==> config.mk <==
export PLATFORM = sky130hd
export DESIGN_NAME = mac_sched
export DESIGN_NICKNAME = d
export VERILOG_FILES = /design/src/rtl/mac_sched.sv
export SDC_FILE = /design/constraint.sdc
export NUM_CORES = 1
export LEC_CHECK = 0
export ABC_CLOCK_PERIOD_IN_PS = 2800
export BUFFER_PORTS_ARGS = -buffer_cell sky130_fd_sc_hd__buf_2
export CAP_MARGIN = 20
export CORE_ASPECT_RATIO = 1.4
export CORE_MARGIN = 5
export CORE_UTILIZATION = 53
export CTS_CLUSTER_DIAMETER = 50
export DETAILED_ROUTE_END_ITERATION = 10
export PLACE_DENSITY = 0.86
export SYNTH_ARGS = -nofsm -noshare
export SYNTH_HDL_FRONTEND = slang
export SYNTH_SLANG_ARGS = --single-unit
==> constraint.sdc <==
create_clock -name clk -period 2.8 [get_ports clk]
set_clock_uncertainty 0.2 [all_clocks]
set_input_delay 0.28 -clock clk [delete_from_list [all_inputs] [get_ports clk]]
set_output_delay 0.28 -clock clk [all_outputs]
set_load 0.02 [all_outputs]
==> src/rtl/mac_sched.sv <==
// Round-robin scheduler sharing one bit-serial mac among NREQ requesters.
// Latency: GNT to RES_VALID = 1 + CW + mac latency + 1 cycles; one job in flight at a time.
// Backpressure: no grant while BUSY or while the mac is not READY; REQ must be held until GNT.
module mac_sched #(
  parameter int NREQ = 2,
  parameter int DW   = 4,
  parameter int CW   = 2*DW,
  parameter int TMO  = 4*CW
) (
  input  logic               clk,
  input  logic               rst,
  input  logic [NREQ-1:0]    req,
  input  logic [NREQ*DW-1:0] a_in,
  input  logic [NREQ*DW-1:0] b_in,
  input  logic [NREQ*CW-1:0] c_in,
  output logic [NREQ-1:0]    gnt,
  output logic [CW-1:0]      res,
  output logic [NREQ-1:0]    res_valid,
  output logic               err,
  output logic               busy,
  output logic               mac_start,
  output logic               mac_a,
  output logic               mac_b,
  output logic               mac_c,
  input  logic               mac_ready,
  input  logic               mac_o,
  input  logic               mac_o_valid,
  input  logic               mac_end
);

  localparam int PW = (NREQ > 1) ? $clog2(NREQ) : 1;
  localparam int KW = $clog2(CW);
  localparam int NW = $clog2(CW + 1);
  localparam int TW = $clog2(TMO + 1);

  typedef enum logic [2:0] {IDLE, LOAD, SEND, COLLECT, DONE} state_t;

  state_t          state, state_n;
  logic [PW-1:0]   ptr;      // first requester considered in the next arbitration
  logic [PW-1:0]   win;      // requester owning the current job
  logic [PW-1:0]   win_n;
  logic [PW-1:0]   idx;
  logic            win_hit;
  logic [CW-1:0]   a_l, b_l, c_l;
  logic [CW-1:0]   cap;      // deserialised result, filled LSB-first
  logic [KW-1:0]   k;        // serial bit index while sending
  logic [NW-1:0]   cnt;      // captured bits, saturating at CW
  logic [TW-1:0]   tmr;      // cycles since the mac was started
  logic            tmo_hit;
  logic            cap_en;

  // Round-robin pick: first requester at or after ptr, wrapping.
  always_comb begin
    win_n   = '0;
    win_hit = 1'b0;
    idx     = ptr;
    for (int i = 0; i < NREQ; i++) begin
      if (!win_hit && req[idx]) begin
        win_hit = 1'b1;
        win_n   = idx;
      end
      idx = (idx == PW'(NREQ - 1)) ? '0 : idx + PW'(1);
    end
  end

  // State register.
  always_ff @(posedge clk or posedge rst) begin
    if (rst) state <= IDLE;
    else     state <= state_n;
  end

  // Next-state and all outputs; serial lines are quiet outside SEND.
  always_comb begin
    state_n   = state;
    gnt       = '0;
    res       = '0;
    res_valid = '0;
    err       = 1'b0;
    busy      = 1'b0;
    mac_start = 1'b0;
    mac_a     = 1'b0;
    mac_b     = 1'b0;
    mac_c     = 1'b0;
    tmo_hit   = 1'b0;
    cap_en    = 1'b0;
    case (state)
      IDLE: begin
        if (win_hit && mac_ready) state_n = LOAD;
      end
      LOAD: begin
        busy     = 1'b1;
        gnt[win] = 1'b1;
        state_n  = SEND;
      end
      SEND: begin
        busy      = 1'b1;
        mac_start = (k == '0);
        mac_a     = a_l[k];
        mac_b     = b_l[k];
        mac_c     = c_l[k];
        // Bit 0 cycle is the start itself; the mac cannot answer before it.
        cap_en    = (k != '0) && mac_o_valid;
        if ((k != '0) && mac_end) begin
          state_n = DONE;
        end else if (tmr == TW'(TMO)) begin
          tmo_hit = 1'b1;
          err     = 1'b1;
          state_n = IDLE;
        end else if (k == KW'(CW - 1)) begin
          state_n = COLLECT;
        end
      end
      COLLECT: begin
        busy   = 1'b1;
        cap_en = mac_o_valid;
        if (mac_end) begin
          state_n = DONE;
        end else if (tmr == TW'(TMO)) begin
          tmo_hit = 1'b1;
          err     = 1'b1;
          state_n = IDLE;
        end
      end
      DONE: begin
        busy = 1'b1;
        if (cnt == NW'(CW)) begin
          res            = cap;
          res_valid[win] = 1'b1;
        end else begin
          err = 1'b1;
        end
        state_n = IDLE;
      end
      default: state_n = IDLE;
    endcase
  end

  // Operand latch, serial index, capture shifter, timeout counter and RR pointer.
  always_ff @(posedge clk or posedge rst) begin
    if (rst) begin
      ptr <= '0;
      win <= '0;
      a_l <= '0;
      b_l <= '0;
      c_l <= '0;
      cap <= '0;
      k   <= '0;
      cnt <= '0;
      tmr <= '0;
    end else begin
      if (state == IDLE && state_n == LOAD) win <= win_n;
      if (state == LOAD) begin
        // A and B are zero-extended so the upper serial bits come out as 0.
        a_l <= CW'(a_in[int'(win)*DW +: DW]);
        b_l <= CW'(b_in[int'(win)*DW +: DW]);
        c_l <= c_in[int'(win)*CW +: CW];
        cap <= '0;
        k   <= '0;
        cnt <= '0;
        tmr <= '0;
      end
      if (state == SEND || state == COLLECT) tmr <= tmr + TW'(1);
      if (state == SEND) k <= k + KW'(1);
      if (cap_en) begin
        cap <= {mac_o, cap[CW-1:1]};
        if (cnt != NW'(CW)) cnt <= cnt + NW'(1);
      end
      // Pointer moves past the winner whether the job succeeded or failed.
      if (state == DONE || tmo_hit) ptr <= (win == PW'(NREQ - 1)) ? '0 : win + PW'(1);
    end
  end

endmodule

==> results of run 1 <==
## per-layer routing
layer,share of wire [%],wire (um),global-route usage (%),vias to the layer above
met1,41,1920,23.5,885
met3,7.2,333,3.98,7
li1,-,-,-,952
met4,1.5,70,6.23,0
met2,50,2320,30.5,61
met5,0,0,0,-
## power groups by stage
| stage | Sequential, uW | Clock (uW) | Combinational, uW |
|---|---|---|---|
| global route | 1100 | 430 | 1290 |
| finish | 1050 | 389 | 1150 |
| detailed placement | 1060 | 0 | 1150 |
| global placement | 1050 | 0 | 1110 |
| floorplan | 960 | 0 | 989 |
| CTS | 1050 | 402 | 1160 |
## sequential cells by signal (all words and copies together), names as in the netlist
name / count
a_l: 4
b_l: 4
c_l: 8
cap: 8
cnt: 4
k: 3
ptr: 1
state: 3
tmr: 6
win: 1
## placed cells by master (no fill, tap or decap)
cell / count
buf_2: 57
o31ai_2: 1
or3b_1: 1
o21ai_1: 3
inv_1: 10
mux4_2: 4
nand3b_1: 1
and3_1: 6
buf_4: 4
ha_1: 7
o21ai_0: 17
dfrtp_1: 42
clkbuf_1: 1
nor3_1: 4
clkinv_2: 1
nor2_1: 25
and2_1: 10
a22oi_1: 2
nor2b_1: 1
xnor2_1: 2
mux2i_1: 22
nand2b_1: 1
a22o_1: 1
a31oi_1: 2
clkbuf_8: 6
a32oi_1: 1
a21oi_1: 21
nor3b_1: 2
dlygate4sd3_1: 3
a32o_1: 1
nand2_1: 38
nand3_1: 7
## area by class of cell
cell class | count | area, sq um
fillers | 360 | 1500
repair buffers | 64 | 345
well taps | 45 | 56.3
multi-input cells | 180 | 1120
clock buffers | 7 | 86.3
clock inverters | 1 | 5.00
flip-flops and latches | 42 | 1050
inverters | 10 | 37.5
## what timing repair did
action,in CTS,in global routing
hold buffers,3,0
endpoints found under the hold margin,44,0
buffers inserted,0,0
## kinds of logic after synthesis
group / count (synthesis)
AOI/OAI and AO/OA: 49
xor gates and xnor gates: 2
adders and majority gates: 7
buffers and inverters: 26
DFF: 42
muxes: 26
and+or+nand+nor: 96
## worst max path at each step
stage	to	slack, ns	cells past startpoint
3_3_place_gp	cnt[2]	0.51	6
6_report	err	0.32	7
3_5_place_dp	cnt[2]	0.45	6
5_1_grt	res[0]	0.12	5
2_1_floorplan	err	0.58	7
4_1_cts	err	0.30	7
## through the flow
stage	worst slack (ns)	instance area [sq um]	power (uW)	hold WS [ns]	instances
global route	0.121	2710	2820	0.0615	349
CTS	0.303	2710	2610	0.0472	349
finish	0.322	2710	2590	0.0592	349
floorplan	0.576	2300	1950	0.177	248
detailed placement	0.445	2580	2210	0.238	338
global placement	0.507	2580	2160	0.236	338
==> qor.txt, run 1 <==
fraction of the mapped netlist area in compound gates: 11.9%
CP delay by family, top: simple AND/OR/NAND/NOR gates
Commonest cells post-synth: dfrtp_1, nand2_1, nor2_1, mux2i_1, a21oi_1
fin crit share: 88.5%
main combinational cell family by area after synthesis: simple AND/OR/NAND/NOR gates
Hold Path Origin: mac_end
Clk pwr share: 15.0%
Hold Crit Class: primary input to flip-flop
core box area: 0.00420 sq mm
Via Count: 1905
sequential fraction of design power: 40.5%
vias per cell: 5.46
reg-to-reg slack, setup: 0.45 ns
slew margin rel.: 53.5%
Adder-Cell Fraction of Synth Area: 3.81%
Worst setup SP type: flip-flop
power density over cell area: 957 mW/mm^2
Max VDD drop: 541 uV
die span in y: 87.9 um
post-synth top area share: 45.8%
Core Util, Final: 64.3%
Fin. Hold Viols: 0
root buf cell: clkbuf_8
Worst-Margin Slew: 0.698 ns
reg-to-reg endpoint: cnt[2]
Starting Density: 54.6%
Ys Warns: 0
flops & latches, synth: 42
TritonCTS buffer count: 5
syn_area_per_cell: 9.26 sq um
r2r startpoint: k[0]
crit path time final: 2.48 ns
status: finished, final reports clean
# Max-Cap Violations: 0
post-synthesis simple-gate area fraction: 19.0%
Clock Tree Buf Depth: 2
hold path endpoint: state[2]
mapped cell area: 0.00230 sq mm
peak fanout along the critical path: 9
first-pass GRT wire length: 8300 um
final net count: 350
top post-synthesis cells by area: dfrtp_1, mux2i_1, nand2_1
Tot GR Track Use: 18.3%
max-slew violations: 0
Die ar.: 0.00577 sq mm
share of layout cells above drive strength 1: 24.0%
worst skew pair latency: 0.29 ns
mux cell area share after synthesis: 13.5%
Reg clk slew, reported paths: 0.07 ns
ys flop type: dfrtp_1
Synth Area in XOR/XNOR: 0.763%
setup violators final: 0
Reg2Reg Depth: 6
Slowest Stage Delay on Critical Path: 0.51 ns
Crit. End Element: output pin
Final GP Congestion: 0.831
Die Wd: 65.6 um
cell breakdown of the critical path: inv_1 -> ha_1 -> or3b_1 -> nand2_1 -> nand2_1 -> o21ai_0 -> buf_2
Hold Path Stages: 2
Leak Pwr: 0.00135 uW
Pint: 1540 uW
Port Buffer Count: 57
most frequent CP cell: nand2_1
number of antenna violations at the first check in global routing: 0
WP buf/inv: 2
# DRC: 0
Area growth syn-to-layout: 17.8%
CTS H-tree depth: 2
unrepaired setup endpoints after global routing: no
grt ovf: 0
Sw Ratio: 40.7%
CP startpoint: k[0]
register area share after synthesis: 45.8%
WL/cell: 13.3 um
leading area contributor after synthesis: dfrtp_1
ant diodes: 0
number of global-route vias before repair: 1853
DR iter-0 viols: 103
HPWL Detailed: 3430 um
setup TNS: 0 ns
Distinct cells, synth: 30
standard-cell rows: 28
CTS Sinks: 42
Post-Syn Instances: 248
Arr. time, crit path: 2.00 ns
cell at the slowest stage of the critical path: dfrtp_1
async set-or-reset flop fraction in the synthesized netlist: 100%
Crit Path Category: flip-flop to output pin
NetSw: 1050 uW
DRT Wirelength: 4640 um
largest net degree at the start of global routing: 43
top-level I/O count: 58
Syn Nets: 295
post-cts sizing count: 0
fmax: 404 MHz
CTS tree: yes
critical path required time: 2.32 ns
Comb pwr share: 44.5%
top-count cell post-synth: dfrtp_1
Routed Antenna Nets: 0
EDFF count, synth: 0
TritonRoute pass-1 iters: 4
No activity file was read; power rests on OpenSTA's default activity.
==> run 2, diff against run 1 <==
- ABC_CLOCK_PERIOD_IN_PS: 2800 -> not set
- CORE_UTILIZATION: 53 -> 40
- PLACE_DENSITY: 0.86 -> 0.69
==> qor.txt, run 2 (same netlist as run 1, synthesis figures left out) <==
status: finished, final reports clean (unchanged)
final net count: 351 (was 350)
post-cts sizing count: 0 (unchanged)
Crit. End Element: output pin (unchanged)
Port Buffer Count: 57 (unchanged)
fin crit share: 88.1% (was 88.5%)
DR iter-0 viols: 168 (was 103)
Max VDD drop: 535 uV (was 541 uV)
first-pass GRT wire length: 8180 um (was 8300 um)
Hold Slack: 0.0794 ns (was 0.0592 ns)
number of antenna violations at the first check in global routing: 0 (unchanged)
critical path required time: 2.32 ns (about the same)
TritonRoute pass-1 iters: 4 (unchanged)
core box area: 0.00557 sq mm (was 0.00420 sq mm)
# DRC: 0 (unchanged)
crit path time final: 2.47 ns (was 2.48 ns)
ant diodes: 0 (unchanged)
worst skew pair latency: 0.29 ns (about the same)
power density over cell area: 968 mW/mm^2 (was 957 mW/mm^2)
setup TNS: 0 ns (unchanged)
peak fanout along the critical path: 9 (unchanged)
HPWL Detailed: 3470 um (was 3430 um)
CTS tree: yes (unchanged)
Die ar.: 0.00738 sq mm (was 0.00577 sq mm)
Hold Crit Class: primary input to flip-flop (unchanged)
share of layout cells above drive strength 1: 24.6% (was 24.0%)
number of global-route vias before repair: 1798 (was 1853)
Routed Antenna Nets: 0 (unchanged)
Crit Path Category: flip-flop to output pin (unchanged)
Arr. time, crit path: 1.99 ns (was 2.00 ns)
root buf cell: clkbuf_8 (unchanged)
post-route cell area: 0.00276 sq mm (was 0.00271 sq mm)
DRT Wirelength: 4740 um (was 4640 um)
largest net degree at the start of global routing: 43 (unchanged)
setup violators final: 0 (unchanged)
total design power: 2670 uW (was 2590 uW)
max-slew violations: 0 (unchanged)
reg-to-reg slack, setup: 0.40 ns (was 0.45 ns)
die span in y: 99.6 um (was 87.9 um)
Leak Pwr: 0.00137 uW (was 0.00135 uW)
most frequent cells in the layout: buf_2, dfrtp_1, nand2_1, nor2_1, mux2i_1 (unchanged)
Reg clk slew, reported paths: 0.08 ns (was 0.07 ns)
# Max-Cap Violations: 0 (unchanged)
Starting Density: 41.3% (was 54.6%)
WL/cell: 12.7 um (was 13.3 um)
CTS H-tree depth: 2 (unchanged)
top-level I/O count: 58 (unchanged)
Via Count: 1879 (was 1905)
DP Area: 0.00262 sq mm (was 0.00258 sq mm)
grt ovf: 0 (unchanged)
standard-cell rows: 32 (was 28)
Tot GR Track Use: 14.0% (was 18.3%)
Worst setup SP type: flip-flop (unchanged)
Area growth syn-to-layout: 20.2% (was 17.8%)
Clock Tree Buf Depth: 2 (unchanged)
Fin. Hold Viols: 0 (unchanged)
vias per cell: 5.04 (was 5.46)
slew margin rel.: 46.9% (was 53.5%)
Final GP Congestion: 0.772 (was 0.831)
biggest regs: c_l x8, cap x8, tmr x6 (unchanged)
Worst-Margin Slew: 0.796 ns (was 0.698 ns)
fmax: 405 MHz (was 404 MHz)
commonest non-fill, non-tap cell in the layout: buf_2 (unchanged)
CTS Sinks: 42 (unchanged)
unrepaired setup endpoints after global routing: no (unchanged)
TritonCTS buffer count: 5 (unchanged)
Die Wd: 74.0 um (was 65.6 um)
run 2: changes by cell type in the layout (fill, tap and decap cells not counted), sizes merged:
cell    delta
clkbuf     -2
buf        +1
bufinv     +1
clkinv     +1
run 2: final cells by class:
type / count / area, sq um
fill: 537 / 2810
multi-input combinational: 180 / 1120
sequential: 42 / 1050
timing repair buffer: 65 / 353
tap: 68 / 85.1
clock buffer: 5 / 68.8
clock inverter: 3 / 40.0
inverter: 10 / 37.5
run 2: through the flow:
stage	instances	setup slack (ns)	util, %
final	373	0.333	49.6
after global routing	373	0.143	49.6
after CTS	373	0.314	49.6
after detailed placement	362	0.417	47.1
after global placement	362	0.496	47.1
after floorplan	248	0.576	-
run 2: power breakdown:
| part | internal (uW) | switching (uW) |
|---|---|---|
| Combinational | 508 | 596 |
| Sequential | 835 | 265 |
| Clock | 262 | 206 |
| Total | 1610 | 1070 |
run 2: layer usage:
layer,global-route usage [%],vias up,part of all wire (%)
met5,0,-,0
met4,4.60,0,1.4
met3,3.03,6,6.9
met2,22.5,57,49
met1,18.6,865,43
li1,-,951,-
run 2: final timing paths:
kind | from | end | cells past startpoint
min in group asynchronous | rst | c_l[1] | 4
worst min-delay path | req[1] | win | 3
worst max register to register | k[0] | cnt[2] | 6
max in group asynchronous | rst | cap[7] | 4
worst min register to register | cap[4] | cap[3] | 2
worst max-delay path | k[0] | err | 7
run 2: timing repair:
action                    in CTS  in global routing
hold endpoints to repair      44                  0
hold buffers                   3                  0
setup buffers                  0                  0
run 2: worst max-delay path: stages (launching register included):
cell and delay (ns):
dfrtp_1 0.52, inv_1 0.11, ha_1 0.15, or3b_1 0.38, nand2_1 0.12, nand2_1 0.05
o21ai_0 0.16, buf_2 0.19
==> run 3, diff against run 2 <==
- CELL_PAD_IN_SITES_DETAIL_PLACEMENT: not set -> 0
- CELL_PAD_IN_SITES_GLOBAL_PLACEMENT: not set -> 1
- CORE_UTILIZATION: 40 -> 39
- PLACE_DENSITY: 0.69 -> 0.84
==> qor.txt, run 3 (same netlist as run 1, synthesis figures left out) <==
HPWL Detailed: 3520 um (was 3470 um)
Hold Crit Class: primary input to flip-flop (unchanged)
critical path required time: 2.32 ns (about the same)
Hold Slack: 0.0710 ns (was 0.0794 ns)
standard-cell rows: 33 (was 32)
setup TNS: 0 ns (unchanged)
fin crit share: 88.4% (was 88.1%)
Post-CTS Hold Buffers: 3 (unchanged)
Die ar.: 0.00754 sq mm (was 0.00738 sq mm)
Die Wd: 74.8 um (was 74.0 um)
TritonCTS buffer count: 5 (unchanged)
worst skew pair latency: 0.28 ns (was 0.29 ns)
WL/cell: 12.8 um (was 12.7 um)
crit path time final: 2.47 ns (about the same)
Fin. Hold Viols: 0 (unchanged)
status: finished, final reports clean (unchanged)
DR iter-0 viols: 97 (was 168)
CP delay by family, top: simple AND/OR/NAND/NOR gates (unchanged)
Leak Pwr: 0.00135 uW (was 0.00137 uW)
CTS tree: yes (unchanged)
Crit Path Category: flip-flop to output pin (unchanged)
unrepaired setup endpoints after global routing: no (unchanged)
Reg clk slew, reported paths: 0.07 ns (was 0.08 ns)
# Max-Cap Violations: 0 (unchanged)
total design power: 2570 uW (was 2670 uW)
final net count: 350 (was 351)
commonest non-fill, non-tap cell in the layout: buf_2 (unchanged)
cell at the slowest stage of the critical path: dfrtp_1 (unchanged)
TritonRoute pass-1 iters: 4 (unchanged)
Via Count: 1829 (was 1879)
first-pass GRT wire length: 8420 um (was 8180 um)
Max VDD drop: 487 uV (was 535 uV)
die span in y: 101 um (was 99.6 um)
Starting Density: 39.7% (was 41.3%)
Worst setup SP type: flip-flop (unchanged)
Post-CTS Setup Inserts: 0 (unchanged)
top-level I/O count: 58 (unchanged)
# DRC: 0 (unchanged)
peak fanout along the critical path: 9 (unchanged)
core box area: 0.00578 sq mm (was 0.00557 sq mm)
Clock Tree Buf Depth: 2 (unchanged)
cell breakdown of the critical path: inv_1 -> ha_1 -> or3b_1 -> nand2_1 -> nand2_1 -> o21ai_0 -> buf_2 (unchanged)
largest net degree at the start of global routing: 43 (unchanged)
root buf cell: clkbuf_8 (unchanged)
number of global-route vias before repair: 1893 (was 1798)
setup violators final: 0 (unchanged)
vias per cell: 4.92 (was 5.04)
post-cts sizing count: 0 (unchanged)
fmax: 404 MHz (was 405 MHz)
number of antenna violations at the first check in global routing: 0 (unchanged)
Crit. End Element: output pin (unchanged)
Worst-Margin Slew: 0.729 ns (was 0.796 ns)
Tot GR Track Use: 14.2% (was 14.0%)
Slowest Stage Delay on Critical Path: 0.52 ns (about the same)
max-slew violations: 0 (unchanged)
most frequent CP cell: nand2_1 (unchanged)
WP buf/inv: 2 (unchanged)
power density over cell area: 942 mW/mm^2 (was 968 mW/mm^2)
CTS H-tree depth: 2 (unchanged)
Routed Antenna Nets: 0 (unchanged)
DRT Wirelength: 4770 um (was 4740 um)
Final GP Congestion: 0.765 (was 0.772)
slew margin rel.: 51.1% (was 46.9%)
Port Buffer Count: 57 (unchanged)
grt ovf: 0 (unchanged)
most frequent cells in the layout: buf_2, dfrtp_1, nand2_1, nor2_1, mux2i_1 (unchanged)
Area growth syn-to-layout: 18.8% (was 20.2%)
CTS Sinks: 42 (unchanged)
ant diodes: 0 (unchanged)
Arr. time, crit path: 1.99 ns (about the same)
share of layout cells above drive strength 1: 23.8% (was 24.6%)
biggest regs: c_l x8, cap x8, tmr x6 (unchanged)
## run 3: changes by cell type in the layout (fill, tap and decap cells not counted)
| cell | delta |
|---|---|
| clkinv_2 | -2 |
| buf_4 | -1 |
| bufinv_16 | -1 |
| clkbuf_8 | +1 |
## run 3: path summary, 6_finish.rpt
path | from | endpoint | slack, ns | depth (start not counted)
worst max-delay path | k[0] | err | 0.33 | 7
worst min-delay path | req[1] | win | 0.07 | 3
worst max register to register | k[0] | cnt[2] | 0.42 | 6
worst min register to register | cap[4] | cap[3] | 0.30 | 2
max in group asynchronous | rst | state[1] | 1.57 | 4
min in group asynchronous | rst | c_l[1] | 0.46 | 4
## run 3: stage by stage
stage | std cells | util (%) | worst slack (ns) | area, sq um
final | 372 | 47.2 | 0.326 | 2730
after global routing | 372 | 47.2 | 0.115 | 2730
after CTS | 372 | 47.2 | 0.314 | 2730
after detailed placement | 363 | 45.2 | 0.423 | 2620
after global placement | 363 | 45.2 | 0.478 | 2620
after floorplan | 248 | - | 0.576 | 2300
## run 3: cell type report
class	instances	area, sq um
inverters	10	37.5
well taps	70	87.6
flip-flops and latches	42	1050
multi-input cells	180	1120
clock buffers	6	82.6
fillers	576	3050
repair buffers	64	345
## run 3: power breakdown
group | internal (uW) | leakage, uW | switching, uW
logic | 499 | 0.000789 | 604
clock network | 190 | 0.0000431 | 188
registers | 836 | 0.000517 | 252
## run 3: per-layer routing
metal | track usage, % | share of wire [%] | vias up
li1 | - | - | 947
met1 | 18.8 | 44 | 824
met2 | 23.3 | 48 | 53
met3 | 2.89 | 6.8 | 5
met4 | 3.70 | 1.2 | 0
met5 | 0 | 0 | -
## run 3: worst reg2reg max path, delay by kind of cell, from the launching register on
family	cells	cell delay, ns
adders and majority gates	1	0.22
AOI/OAI and AO/OA	2	0.37
and+or+nand+nor	2	0.81
DFF	1	0.58
buffers and inverters	1	0.09
